File: config.mk
export PLATFORM = sky130hd
export DESIGN_NAME = pc_flat
export DESIGN_NICKNAME = d
export VERILOG_FILES = /design/src/rtl/pc_if.sv /design/src/rtl/pc.sv /design/src/flat_wrapper.sv
export SDC_FILE = /design/constraint.sdc
export NUM_CORES = 1
export LEC_CHECK = 0
export ABC_AREA = 1
export BUFFER_PORTS_ARGS = -buffer_cell sky130_fd_sc_hd__buf_2
export CORE_UTILIZATION = 47
export DETAILED_ROUTE_END_ITERATION = 8
export GPL_ROUTABILITY_DRIVEN = 1
export PLACE_DENSITY = 0.77
export SYNTH_ARGS = -nofsm -noshare
export SYNTH_HDL_FRONTEND = slang
export SYNTH_SLANG_ARGS = --single-unit
File: constraint.sdc
create_clock -name clk -period 1.3 [get_ports clk]
set_input_delay 0.065 -clock clk [delete_from_list [all_inputs] [get_ports clk]]
set_output_delay 0.065 -clock clk [all_outputs]
set_load 0.1 [all_outputs]
File: src/rtl/pc_if.sv
`default_nettype none
// ============================================================================
// Module   : pc_if
// Brief    : Fetch-stage program counter control bundle: execute-stage
//            redirect/stall controls in, fetch address out.
// Revision : 1.0 - initial release
// ============================================================================
interface pc_if;
  logic        stall;
  logic [1:0]  jmp_op;
  logic [31:0] next_addr;
  logic        valid;
  logic        cmp;
  logic        fault;
  logic [31:0] addr;

  // Control source (execute stage) drives controls and observes the PC.
  modport master (
    output stall, jmp_op, next_addr, valid, cmp, fault,
    input  addr
  );

  // Program counter consumes controls and drives the fetch address.
  modport slave (
    input  stall, jmp_op, next_addr, valid, cmp, fault,
    output addr
  );
endinterface
`default_nettype wire

File: src/rtl/pc.sv
`default_nettype none
// ============================================================================
// Module   : pc
// Brief    : Program counter for the fetch stage. Holds, increments by 4,
//            loads a jump/branch target, or redirects to a trap vector.
// Revision : 1.0 - initial release
// ============================================================================
module pc #(
  parameter logic [31:0] RESET_ADDR = 32'h0000_0000,
  parameter logic [31:0] TRAP_ADDR  = 32'h0000_0000
) (
  input  wire logic clk,
  input  wire logic rst,
  pc_if.slave       bus
);

  localparam logic [31:0] INCR = 32'd4;

  // Declaration initialiser gives the power-up value before any reset.
  logic [31:0] pc_q = RESET_ADDR;
  logic [31:0] pc_d;
  logic        taken;
  logic        misaligned;

  // Decode jump request and pick the next PC by priority.
  always_comb begin
    taken      = 1'b0;
    misaligned = 1'b0;
    pc_d       = pc_q + INCR;

    taken = bus.valid &
            ((bus.jmp_op == 2'd1) | ((bus.jmp_op == 2'd2) & bus.cmp));
    misaligned = taken & (bus.next_addr[1:0] != 2'b00);

    if (bus.fault) begin
      pc_d = TRAP_ADDR;
    end else if (misaligned) begin
      pc_d = TRAP_ADDR;
    end else if (taken) begin
      pc_d = bus.next_addr;
    end else if (bus.stall) begin
      pc_d = pc_q;
    end
  end

  // PC register; reset wins over every other request.
  always_ff @(posedge clk) begin
    if (rst) begin
      pc_q <= RESET_ADDR;
    end else begin
      pc_q <= pc_d;
    end
  end

  assign bus.addr = pc_q;

endmodule
`default_nettype wire

File: src/flat_wrapper.sv
// flat-port wrapper written by rule: the top's interface ports become plain ports
module pc_flat 
#(
  parameter logic [31:0] RESET_ADDR = 32'h0000_0000,
  parameter logic [31:0] TRAP_ADDR  = 32'h0000_0000
)
  (clk, rst, bus_stall, bus_jmp_op, bus_next_addr, bus_valid, bus_cmp, bus_fault, bus_addr);
  pc_if bus_i ();
  input  wire logic clk;
  input  wire logic rst;
  input wire logic [$bits(bus_i.stall)-1:0] bus_stall;
  input wire logic [$bits(bus_i.jmp_op)-1:0] bus_jmp_op;
  input wire logic [$bits(bus_i.next_addr)-1:0] bus_next_addr;
  input wire logic [$bits(bus_i.valid)-1:0] bus_valid;
  input wire logic [$bits(bus_i.cmp)-1:0] bus_cmp;
  input wire logic [$bits(bus_i.fault)-1:0] bus_fault;
  output wire logic [$bits(bus_i.addr)-1:0] bus_addr;
  assign bus_i.stall = bus_stall;
  assign bus_i.jmp_op = bus_jmp_op;
  assign bus_i.next_addr = bus_next_addr;
  assign bus_i.valid = bus_valid;
  assign bus_i.cmp = bus_cmp;
  assign bus_i.fault = bus_fault;
  assign bus_addr = bus_i.addr;
  pc #(.RESET_ADDR(RESET_ADDR), .TRAP_ADDR(TRAP_ADDR)) u_core (.clk(clk), .rst(rst), .bus(bus_i));
endmodule
==> results_dict.tcl, run 1 <==
set metrics [dict create \
    routed.top_layer "met4" \
    syn_area_mm2 0.002342 \
    drt_wl_total_mm 7.493 \
    area_delta_synth_final_pct 44.50 \
    critPathMostFrequentCell "nand2_1" \
    die_h_um 72.60 \
    drc 0 \
    stdcell_area_mm2 0.003385 \
    violations "setup timing" \
    hp-class "in -> reg" \
    worstSetupStartpointType "flip-flop" \
    h-tree-depth 2 \
    synth_area_leader_cell "dfxtp_1" \
    dpl_cell_area_mm2 0.003122 \
    dpl.hpwl_mm 5.473 \
    root_buffer "clkbuf_8" \
    postCtsHoldBufs 0 \
    fin_crit_ns 1.410 \
    yosysTopAreaCellShare_pct 27.35 \
    ctsLongestPathBuffers 2 \
    grt_max_degree 21 \
    worst_slack_ns -0.1100 \
    status "finished, violations left" \
    place_congestion 0.9204 \
    skew_ns 0.003198 \
    antenna_cells 0 \
    synth_flop_cell "dfxtp_1" \
    drt_iter0_drc 183 \
    via_count 2958 \
    wl_met3_um 565 \
    synthCells 397 \
    final_common_cell "nand2_1" \
    clk_pin_slew_ns 0.07 \
    endpoint_kind "flip-flop" \
    io_pins 72 \
    numCtsBuffers 5 \
    first_pass_iters 5 \
    synth_edf_count 0 \
    syn_nets 438 \
    cp_max_fo 5 \
    placed_cells 559 \
    avgSynthCellArea_um2 5.900 \
    p_per_area_mw_per_mm2 705.7 \
    worstSetupPathType "reg -> reg" \
    wl_met1_mm 3.229 \
    initial_core_util_pct 49.26 \
    crit_family "simple AND/OR/NAND/NOR gates" \
    wl_per_cell_um 13.01 \
    cts_tree "built" \
    vias_per_cell 5.135 \
    globalRouteTotalUtil_pct 29.17 \
    setup_viol 22 \
    maxSlewHeadroom_pct 67.33 \
    placementRows 25 \
    drive_above_1_share_pct 41.06 \
    crit_buf_inv 0 \
    max_freq_mhz 709.2 \
    cp_slowest_cell "dfxtp_4" \
    overflow 0 \
    ys_seq_elements 32 \
    ys_top_cells_by_area "dfxtp_1, nand2_1, nand3_1" \
    ant_nets 0 \
    peakVddDrop_mv 0.4904 \
    largest_reg_flops 32 \
    nets 549 \
    slowest_delay_ns 0.37 \
    slew_viol_final 0 \
    finalCritPeriodShare_pct 108.5 \
    cp.required_ns 1.49 \
    synth_cell_types 29 \
    stdcell_count 576 \
    hold_violations 0 \
    grt_pass1_vias 2619 \
    die_x_um 72.60 \
    worst_slew_pin_slew_ns 0.4934 \
    die_area_mm2 0.005270 \
    core_mm2 0.004755 \
    grt_pass1_wl_mm 11.85 \
    clk_latency_ns 0.29 \
    wl_met2_mm 3.571 \
    crit_arrival_ns 1.60 \
    drv_cap 0 \
    synthArstFlopShare_pct 0 \
    leakage_uw 0.001514 \
    ys_warn_count 0 \
    crit_chain "ha_4 -> nand2_4 -> nor2_4 -> nand2_4 -> nor2_4 -> nand2_1 -> nand2_1 -> nand3_1 -> nand2_1 -> a21oi_1" \
    rsz0062_at_grt "true" \
    clock-sinks 32 \
    synth_seq_area_share_pct 27.35 \
    antenna_found_initial 0 \
    portBuffers 71 \
    most-common-layout-cells "nand2_1, buf_2, inv_1, buf_4, nand3_1" \
]
[through the flow]
step                      TNS [ns]  total power, uW  worst slack (ns)  utilization (%)  hold slack [ns]
after CTS                  -0.9187             2384          -0.09688            69.34          0.02075
after global placement     -0.7358             1561          -0.07886            65.66           0.3245
final                       -1.253             2389           -0.1100            71.18          0.02114
after detailed placement    -1.373             1567           -0.1282            65.66           0.3293
after floorplan             -4.369             1388           -0.2869                -           0.2205
after global routing        -3.401             2490           -0.2232            71.18          0.02446
[worst paths after layout]
check,slack (ns),endpoint,depth (start not counted),startpoint
max reg2reg,-0.11,u_core.bus.addr[22]$_SDFFE_PP0P_,10,u_core.bus.addr[3]$_SDFFE_PP0P_
max,-0.11,u_core.bus.addr[22]$_SDFFE_PP0P_,10,u_core.bus.addr[3]$_SDFFE_PP0P_
min reg2reg,0.44,u_core.bus.addr[1]$_SDFFE_PP0P_,2,u_core.bus.addr[1]$_SDFFE_PP0P_
min,0.02,u_core.bus.addr[1]$_SDFFE_PP0P_,4,bus_fault
[logic make-up after synthesis]
group                    synth area share (%)
AO/OA/AOI/OAI                           14.00
flip-flops                              27.35
AND/OR/NAND/NOR                         47.01
buffers and inverters                   11.11
adder cells (fa/ha/maj)                0.5341
[worst reg2reg max path, stage by stage, from the launching register on]
cell and delay [ns]:
dfxtp_4 0.37, ha_4 0.15, nand2_4 0.06, nor2_4 0.17, nand2_4 0.10, nor2_4 0.16, nand2_1 0.08, nand2_1 0.06
nand3_1 0.06, nand2_1 0.06, a21oi_1 0.05
[per-layer routing]
metal	up-vias	track usage, %
met5	-	0
met1	1330	36.10
met3	14	6.215
met4	0	9.368
li1	1494	-
met2	120	50.36
[layout make-up]
| type | count | area [um^2] |
|---|---|---|
| clock buffers | 8 | 90.09 |
| fillers | 431 | 1370 |
| inverters | 49 | 183.9 |
| multi-input cells | 302 | 1564 |
| flip-flops and latches | 32 | 742.0 |
| well taps | 67 | 83.83 |
| repair buffers | 118 | 720.7 |
[synthesized netlist by cell type, types with 2 or more instances]
master    number
nand4_1        3
nand3_2        2
nand2_1      124
buf_1          2
buf_4          4
a31oi_1        7
nand2_4        2
o211ai_1      10
a21oi_1       16
o21ai_0       20
nor2_2         6
dfxtp_1       32
buf_2          7
nor2_1        45
nand2_2        8
inv_1         46
nor2_4         7
nand3_1       44
inv_2          2
[power by group]
group / leakage, uW / total, uW / internal (uW) / switching, uW
sequential: 0.000281 / 998 / 965 / 33.1
combinational: 0.00119 / 561 / 177 / 384
clock: 0.0000455 / 829 / 432 / 397
[repair_timing]
item	CTS	global route
pin swaps	11	6
buffers inserted	5	4
endpoints found under the setup margin	24	27
gates resized for setup	16	17
Note: power is estimated with default switching activity, not from simulation.
==> run 2, diff against run 1 <==
--- a/config.mk
+++ b/config.mk
@@ -7,6 +7,7 @@
 export LEC_CHECK = 0
 export ABC_AREA = 1
 export BUFFER_PORTS_ARGS = -buffer_cell sky130_fd_sc_hd__buf_2
+export CORE_MARGIN = 5
 export CORE_UTILIZATION = 47
 export DETAILED_ROUTE_END_ITERATION = 8
 export GPL_ROUTABILITY_DRIVEN = 1
==> run 2 against run 1 <==
The flow still finishes with violations (setup timing). Via count is 1.3% higher. Sequential cell count unchanged. Highest routed layer unchanged. Combinational power rose by 4.8%.
==> results_dict.tcl, run 2 (synthesis results as in run 1) <==
set metrics [dict create \
    cp_slowest_cell "dfxtp_4" \
    rsz0062_at_grt "true" \
    hold_violations 0 \
    drv_cap 0 \
    clkPwrFrac_pct 33.6 \
    root_buffer "clkbuf_8" \
    drc 0 \
    met1_usage_pct 30.81 \
    area_delta_synth_final_pct 47.33 \
    drive_above_1_share_pct 40.43 \
    crit_arrival_ns 1.67 \
    p_sw_share_pct 33.45 \
    slew_viol_final 0 \
    slowest_delay_ns 0.37 \
    crit_chain "ha_4 -> nand2_4 -> nor2_4 -> nand3b_1 -> o21ai_1 -> nand3_1 -> nand2_1 -> a21oi_2" \
    die_x_um 80.60 \
    worst_slew_pin_slew_ns 0.4959 \
    hp-class "in -> reg" \
    wl_per_cell_um 13.40 \
    endpoint_kind "flip-flop" \
    switchingPower_uw 798.9 \
    antenna_found_initial 0 \
    busiest_layer "met2" \
    fin_crit_ns 1.486 \
    leakage_uw 0.001547 \
    clk_latency_ns 0.29 \
    clock-sinks 32 \
    worstSetupStartpointType "flip-flop" \
    internal-power_uw 1590 \
    die_area_mm2 0.006496 \
    ctsLongestPathBuffers 2 \
    grt_max_degree 27 \
    numCtsBuffers 5 \
    worst_slack_ns -0.1863 \
    drt_iter0_drc 296 \
    hold_slack_ns 0.03132 \
    skew_ns 0.003942 \
    post-place-ws_ns -0.1366 \
    cts_tree "built" \
    most-common-layout-cells "nand2_1, buf_2, inv_1" \
    h-tree-depth 2 \
    grt_pass1_wl_mm 12.53 \
    cp_max_fo 5 \
    maxSlewHeadroom_pct 67.17 \
    via_count 2996 \
    first_pass_iters 4 \
    ant_nets 0 \
    final_util_pct 72.10 \
    final_common_cell "nand2_1" \
    postCtsHoldBufs 0 \
    clk_pin_slew_ns 0.07 \
    dpl.hpwl_mm 5.862 \
    core_mm2 0.004786 \
    status "finished, violations left" \
    worstSetupPathType "reg -> reg" \
    overflow 0 \
    cp.required_ns 1.48 \
    finalCritPeriodShare_pct 114.3 \
    combPwrFrac_pct 24.6 \
    grt_pass1_vias 2819 \
    largest_reg_flops 32 \
    globalRouteTotalUtil_pct 24.37 \
    place_congestion 0.9828 \
    initial_core_util_pct 48.94 \
    vias_per_cell 5.220 \
    nets 547 \
    portBuffers 71 \
    p_per_area_mw_per_mm2 692.2 \
    setup_viol 26 \
    die_h_um 80.60 \
    p_seq_share_pct 41.8 \
    max_freq_mhz 672.8 \
    placementRows 25 \
    peakVddDrop_mv 0.5852 \
    grt_util_met2_pct 41.47 \
    violations "setup timing" \
    drt_wl_total_mm 7.689 \
    antenna_cells 0 \
    grtUsageMet3_pct 4.036 \
    io_pins 72 \
]
==> run 2: worst paths after layout <==
| kind | slack, ns | to | startpoint | depth (start not counted) |
|---|---|---|---|---|
| min | 0.03 | u_core.bus.addr[9]$_SDFFE_PP0P_ | bus_next_addr[9] | 3 |
| min reg2reg | 0.44 | u_core.bus.addr[1]$_SDFFE_PP0P_ | u_core.bus.addr[1]$_SDFFE_PP0P_ | 2 |
| max | -0.19 | u_core.bus.addr[20]$_SDFFE_PP0P_ | u_core.bus.addr[3]$_SDFFE_PP0P_ | 8 |
| max reg2reg | -0.19 | u_core.bus.addr[20]$_SDFFE_PP0P_ | u_core.bus.addr[3]$_SDFFE_PP0P_ | 8 |
==> run 2: through the flow <==
stage / cells / instance area (um^2) / TNS [ns] / power [uW]
floorplan: 397 / 2461 / -4.369 / 1388
global placement: 559 / 3174 / -0.6414 / 1583
detailed placement: 559 / 3174 / -1.449 / 1591
CTS: 570 / 3349 / -1.035 / 2393
global route: 574 / 3451 / -4.248 / 2504
finish: 574 / 3451 / -2.258 / 2389
==> run 2: layer usage <==
| layer | vias up | share of wire [%] |
|---|---|---|
| met1 | 1390 | 44 |
| met3 | 10 | 6.7 |
| met4 | 0 | 1.3 |
| li1 | 1489 | - |
| met5 | - | 0 |
| met2 | 107 | 48 |
==> run 2: area by class of cell <==
type	instances	area, um^2
Clock buffer	8	90.09
Fill cell	401	1335
Inverter	49	183.9
Multi-Input combinational cell	302	1583
Sequential cell	32	742.0
Tap cell	67	83.83
Timing Repair Buffer	116	768.2
==> run 2: repair_timing <==
| item | in CTS | in global routing |
|---|---|---|
| gates resized for setup | 18 | 20 |
| setup endpoints to repair | 25 | 28 |
| cloned | 0 | 0 |
| setup buffers | 3 | 4 |
| pin swaps | 11 | 9 |
==> run 2: worst max-delay path, delay by kind of cell (launching register included) <==
kind | cells | cell delay (ns)
flops | 1 | 0.37
simple gates | 5 | 0.64
compound gates | 2 | 0.24
fa+ha+maj | 1 | 0.14
==> run 2: power by group through the flow <==
stage                     combinational [uW]  sequential [uW]  clock (uW)
after floorplan                          206             1180           0
after global placement                   566             1020           0
after detailed placement                 574             1020           0
after CTS                                579              996         818
after global routing                     632             1000         872
final                                    588              997         804
